===== src/rtl/fifo_pkg.sv =====
// fifo_pkg: shared pointer width default and Gray/binary conversion helpers.
// Helpers work on any width up to MAX_BITS; callers zero-extend and truncate.
package fifo_pkg;
    localparam int NUM_BITS_DEF = 4;
    localparam int MAX_BITS = 32;
    function automatic logic [MAX_BITS-1:0] gray2bin(input logic [MAX_BITS-1:0] g);
        logic [MAX_BITS-1:0] b;
        b = g;
        for (int i = MAX_BITS - 2; i >= 0; i--) b[i] = b[i+1] ^ g[i];
        return b;
    endfunction
    function automatic logic [MAX_BITS-1:0] bin2gray(input logic [MAX_BITS-1:0] b);
        return b ^ (b >> 1);
    endfunction
endpackage


===== src/rtl/gray_sync.sv =====
// gray_sync: multi-flop synchronizer bringing a Gray-coded pointer into clk.
module gray_sync #(
    parameter int WIDTH  = 4,
    parameter int STAGES = 2
) (
    input  logic             clk,
    input  logic             rst,
    input  logic [WIDTH-1:0] d,
    output logic [WIDTH-1:0] q
);
    logic [STAGES-1:0][WIDTH-1:0] sr;
    always_ff @(posedge clk or negedge rst)
        if (!rst) sr <= '0;
        else sr <= {sr[STAGES-2:0], d};
    assign q = sr[STAGES-1];
endmodule


===== src/rtl/fifo_full_flag.sv =====
// fifo_full_flag: write-side full/almost_full/level flags of an async FIFO.
// Flags are computed from the next write pointer so full rises on the filling write.
module fifo_full_flag
    import fifo_pkg::*;
#(
    parameter int NUM_BITS    = NUM_BITS_DEF,
    parameter int SYNC_STAGES = 2,
    parameter int AF_THRESH   = 2 ** (NUM_BITS - 1) - 2
) (
    input  logic                clk,
    input  logic                rst,
    input  logic                inc,
    input  logic [NUM_BITS-1:0] wr_gray,
    input  logic [NUM_BITS-1:0] rd_gray_async,
    output logic                full,
    output logic                almost_full,
    output logic [NUM_BITS-1:0] wr_level,
    output logic [NUM_BITS-1:0] rd_gray_sync
);
    // full when the two top Gray bits differ and the rest match
    localparam logic [NUM_BITS-1:0] FULL_MASK = NUM_BITS'(3) << (NUM_BITS - 2);
    logic                accept;
    logic [NUM_BITS-1:0] wr_bin;
    logic [NUM_BITS-1:0] rd_bin;
    logic [NUM_BITS-1:0] wr_bin_next;
    logic [NUM_BITS-1:0] wr_gray_next;
    logic [NUM_BITS-1:0] level_next;
    gray_sync #(.WIDTH(NUM_BITS), .STAGES(SYNC_STAGES)) u_sync (
        .clk(clk),
        .rst(rst),
        .d  (rd_gray_async),
        .q  (rd_gray_sync)
    );
    assign accept       = inc & ~full;
    assign wr_bin       = NUM_BITS'(gray2bin(MAX_BITS'(wr_gray)));
    assign rd_bin       = NUM_BITS'(gray2bin(MAX_BITS'(rd_gray_sync)));
    assign wr_bin_next  = wr_bin + NUM_BITS'(accept);
    assign wr_gray_next = NUM_BITS'(bin2gray(MAX_BITS'(wr_bin_next)));
    assign level_next   = wr_bin_next - rd_bin;
    always_ff @(posedge clk or negedge rst)
        if (!rst) begin
            full        <= 1'b0;
            almost_full <= 1'b0;
            wr_level    <= '0;
        end else begin
            full        <= wr_gray_next == (rd_gray_sync ^ FULL_MASK);
            almost_full <= 32'(level_next) >= AF_THRESH;
            wr_level    <= level_next;
        end
endmodule

===== config.mk =====
export PLATFORM = sky130hd
export DESIGN_NAME = fifo_full_flag
export DESIGN_NICKNAME = d
export VERILOG_FILES = /design/src/rtl/fifo_pkg.sv /design/src/rtl/gray_sync.sv /design/src/rtl/fifo_full_flag.sv
export SDC_FILE = /design/constraint.sdc
export NUM_CORES = 1
export LEC_CHECK = 0
export BUFFER_PORTS_ARGS = -buffer_cell sky130_fd_sc_hd__buf_4
export CORE_AREA = 10 10 51 53
export DETAILED_ROUTE_END_ITERATION = 10
export DIE_AREA = 0 0 61 63
export PLACE_DENSITY = 0.8
export SETUP_SLACK_MARGIN = 0.1
export SLEW_MARGIN = 40
export SYNTH_ARGS = -nofsm -noshare
export SYNTH_HDL_FRONTEND = slang
export SYNTH_SLANG_ARGS = --single-unit

===== constraint.sdc =====
create_clock -name clk -period 2.32 [get_ports clk]
set_clock_uncertainty 0.1 [all_clocks]
set_input_delay 0.232 -clock clk [delete_from_list [all_inputs] [get_ports clk]]
set_output_delay 0.232 -clock clk [all_outputs]
set_load 0.02 [all_outputs]

# Yosys cells after proc, flatten, opt, wreduce, memory -nomap -nowiden

Index checks and enable logic that the tools add are counted.

Flip-flop bits (word level): 14
Output and inout port bits: 10
Input port bits: 11
Word-level logic and storage cells: 19

Add/sub/neg operators: 2
Equality and inequality tests: 1
Magnitude comparators: 1
Bitwise operators: 10

Operators with widths:

| kind                                                | count |
|---|---|
| bitwise XOR 1 bit                                   | 6 |
| adder 4 x 1 -> 4 bit                                | 1 |
| == test 4 bit                                       | 1 |
| >= comparator 4 x 3 -> 1 bit, second input constant | 1 |
| subtractor 4 bit                                    | 1 |
| bitwise XOR 4 x 3 -> 4 bit                          | 1 |
| inverter 2 bit                                      | 1 |
| AND 1 bit                                           | 1 |
| inverter 1 bit                                      | 1 |

# Longest topological paths before layout

Word-level depth: 6
Gate-level depth with buffers: 11
Depth with buffers taken out: 10

# Modules after synthesis

A second synthesis with hierarchy kept.

Cell total of the unflattened synthesis: 66
Area, all modules: 743.2 µm²

Modules (own cells, without submodules):

| module         | seq. area each (µm²) | cells an instance | area each (µm²) | instances |
|---|---|---|---|---|
| fifo_full_flag | 150.1                | 54                | 513.0           | 1 |
| gray_sync      | 200.2                | 12                | 230.2           | 1 |

# Worst setup path after synthesis

Ideal clock, no wire load.

Path type: in2reg
From: input port wr_gray[3]
To: register almost_full
Stages on the path: 11
Library setup time: 125 ps
Path slack: 14 ps
Data required time: 2095 ps
Arrival time: 2081 ps
Buffers on the path: 1
Cells stage by stage: buf_6 > xor2_1 > ha_1 > xnor2_1 > ha_1 > inv_1 > ha_1 > fa_1 > xnor2_1 > nand2_1 > nand3_1

Word-level cells in the longest chain between the ends: 6

Ends and longest elaborated chain:

| what                             | line                 | source |
|---|---|---|
| start, declared                  | fifo_full_flag.sv:13 | `input logic [NUM_BITS-1:0] wr_gray,` |
| bitwise XOR 1 bit (*)            | fifo_pkg.sv:9        | `for (int i = MAX_BITS - 2; i >= 0; i--) b[i] = b[i+1] ^ g[i];` |
| bitwise XOR 1 bit (2 in a row)   | fifo_pkg.sv:9        |  |
| adder 4 x 1 -> 4 bit (*)         | fifo_full_flag.sv:37 | `assign wr_bin_next = wr_bin + NUM_BITS'(accept);` |
| subtractor 4 bit (*)             | fifo_full_flag.sv:39 | `assign level_next = wr_bin_next - rd_bin;` |
| net level_next[2]                | fifo_full_flag.sv:27 | `logic [NUM_BITS-1:0] level_next;` |
| >= comparator 4 x 3 -> 1 bit (*) | fifo_full_flag.sv:47 | `almost_full <= 32'(level_next) >= AF_THRESH;` |
| end signal, assigned             | fifo_full_flag.sv:43 | `almost_full <= 1'b0;` |
| end signal, assigned             | fifo_full_flag.sv:47 |  |
| end, declared                    | fifo_full_flag.sv:16 | `output logic almost_full,` |

Mark *: on every way through the listed nets, which the timed path passes. The rest lies on a longest branch.

# Final worst setup path

From: input port wr_gray[2]
To: register almost_full

Word-level cells in the longest chain between the ends: 6

Ends and longest elaborated chain:

| what                               | line |
|---|---|
| bitwise XOR 1 bit (*) (2 in a row) | fifo_pkg.sv:9 |
| bitwise XOR 1 bit                  | fifo_pkg.sv:9 |
| adder 4 x 1 -> 4 bit (*)           | fifo_full_flag.sv:37 |
| subtractor 4 bit (*)               | fifo_full_flag.sv:39 |
| net level_next[1]                  | fifo_full_flag.sv:27 |
| >= comparator 4 x 3 -> 1 bit (*)   | fifo_full_flag.sv:47 |

Marked as above.

==> flow_summary.yaml <==
run_status:
  status: "completed"
cts:
  htree_levels: 1
  cts-buffers-inserted: 3
  cts_tree: "yes"
  clk_pin_slew_ns: 0.08
  ctsLongestPathBuffers: 2
  insertion_delay_ns: 0.27
  numClockSinks: 14
  cts.root.buffer_cell: "clkbuf_4"
yosys:
  synth_top_cell_by_area: "dfrtp_1"
  synth-seq-cells: 14
  yosys_warnings: 0
  yosys.area.top_type_share: 0.4480
  syn_area_um2: 782.0
  synth_cells: 73
  synthesis.nets: 90
  synth-seq-area-share: 0.4480
  ys_top_cells_by_area: "dfrtp_1, xnor2_1, ha_1, xor2_1, buf_4"
  synth.avg_cell_area_um2: 10.71
  yosysUniqueCellTypes: 20
pwr:
  powerDensity_nw_per_um2: 800.0
  leakage_nw: 0.5430
  ir_worst_vdd_mv: 0.6306
  power_mw: 0.8568
setup_path:
  cp.required_ns: 2.39
  end_kind: "flop"
  worstSetupStartpoint: "wr_gray[2]"
  crit_arrival_ns: 2.20
  path_max_fanout: 2
  reg2reg_from: "u_sync.q[2]"
  rrSetupSlack_ns: 0.22
  crit_type: "in2reg"
  cp-start-kind: "input port"
place:
  portBuffers: 20
  gp_congestion: 0.7613
  hpwl_um: 1250
  post_dp_cell_area_um2: 969.7
layout:
  final_cell_area_um2: 1071
  diodes: 0
  fin_nets: 122
  synthToLayoutAreaGrowth_pct: 36.96
  drive_gt1_frac: 0.3462
detailed_routing:
  vias_per_cell: 4.810
  drc: 0
  wl_met3_um: 147
  drt_wl_total_um: 1527
  ant_nets: 0
  drt_first_pass_iters: 2
  wl_met2_um: 798
  top_layer_used: "met4"
  dr_total_vias: 582
  wl_per_cell_um: 12.62
  met1_length_um: 562
  drt_iter0_drc: 3
floorplan:
  io_pins: 21
  start_util: 0.4735
  die_y_um: 63
  rows: 15
  core_area_um2: 1652
  dieArea_um2: 3843
  die_w_um: 61
global_routing:
  grt_usage: 0.08327
  grt_overflow: 0
  grt_pass1_vias: 629
  grt_pass1_wl_um: 2504
  grt_max_degree: 15
  antenna_found_initial: 0
timing:
  setup_viol: 0
  fmax_mhz: 469.7
  rsz0062_at_grt: "false"
  slew_headroom: 0.7943
  slew_viol_final: 0
  fin_crit_ns: 2.129
  worst_slew_pin_slew_ns: 0.3064
  finalSetupTns_ns: 0
  hold_violations: 0
  period_share: 0.9177
run:
  cap_violations: 0
min_path:
  min_path_type: "in2async"
## per-stage QoR
step | worst slack (ns) | hold WS [ns] | utilization | cells
after floorplan | 0.01926 | -0.1636 | - | 73
after global placement | -0.07509 | -0.01724 | 0.5871 | 111
after detailed placement | -0.1104 | -0.01364 | 0.5871 | 111
after CTS | 0.1321 | 0.2339 | 0.6394 | 120
after global routing | 0.09406 | 0.2549 | 0.6485 | 121
final | 0.1910 | 0.2339 | 0.6485 | 121
## Yosys cell counts (all sizes together)
cell type,instances
a21o,1
o21ai,3
buf,5
inv,8
fa,1
nor2b,3
nor2,1
nand2,4
or2b,1
xnor2,9
nand2b,1
mux2i,2
or3,1
dfrtp,14
o211a,1
a21oi,4
xor2,6
nand3,3
ha,5
## cell families (layout without fill, tap and decap cells)
kind of cell    count (synthesis)  in the layout  synth area share
xor+xnor                       15             15            0.1680
flops                          14             14            0.4480
simple gates                   14             14           0.09440
buf+inv                        13             44           0.09120
compound gates                  9              9           0.06720
fa+ha+maj                       6              6            0.1056
mux                             2              2           0.02560
## registers in the layout, indices dropped and copies added, names as in the netlist
signal and cells:
u_sync.q 4, u_sync.sr 4, wr_level 4, almost_full 1
full 1
## path summary, 6_finish.rpt
kind | depth (start not counted) | to
setup / recovery | 11 | almost_full
hold / removal | 2 | wr_level[2]
setup reg to reg | 8 | almost_full
hold reg to reg | 0 | u_sync.q[0]
max in group asynchronous | 2 | u_sync.q[1]
min in group clk | 0 | u_sync.q[0]
## power by group
group / internal [mW] / switching [mW]
clock network: 0.0954 / 0.0738
logic: 0.182 / 0.193
registers: 0.295 / 0.0180
## worst max-delay path: stages
cell	delay, ns
buf_4	0.12
xor2_2	0.17
ha_1	0.32
xnor2_1	0.14
ha_1	0.29
inv_1	0.05
ha_2	0.19
fa_2	0.51
inv_1	0.05
nand2_1	0.05
nand3_1	0.07
## placed cells by master (no fill, tap or decap)
| master | instances |
|---|---|
| mux2i_1 | 2 |
| nand2b_1 | 1 |
| o21ai_1 | 3 |
| or2b_2 | 1 |
| xor2_2 | 1 |
| clkbuf_8 | 1 |
| o211a_1 | 1 |
| xor2_1 | 5 |
| ha_2 | 1 |
| clkbuf_4 | 3 |
| inv_1 | 8 |
| a21o_1 | 1 |
| nor2b_1 | 3 |
| nand3_1 | 3 |
| or3_1 | 1 |
| ha_1 | 4 |
| a21oi_1 | 4 |
| xnor2_2 | 1 |
| buf_4 | 27 |
| nand2_1 | 4 |
| nor2_1 | 1 |
| xnor2_1 | 8 |
| dfrtp_1 | 14 |
| fa_2 | 1 |
| dlygate4sd3_1 | 5 |
## final cells by class
type | instances | area, um2
Inverter | 8 | 30.03
Clock buffer | 4 | 36.28
Multi-Input combinational cell | 46 | 380.4
Fill cell | 143 | 580.6
Tap cell | 17 | 21.27
Sequential cell | 14 | 350.3
Timing Repair Buffer | 32 | 252.7
## timing repair
| action | in CTS | in global routing |
|---|---|---|
| gates resized for setup | 0 | 1 |
| hold endpoints to repair | 18 | 0 |
| setup buffers | 0 | 1 |
| endpoints found under the setup margin | 0 | 2 |
| hold buffers | 5 | 0 |
## routing by layer
layer,vias up,global-route usage
met1,274,0.07602
met3,2,0.04472
li1,289,-
met5,-,0
met2,17,0.1492
met4,0,0.02473
No activity file was read; power rests on OpenSTA's default activity.
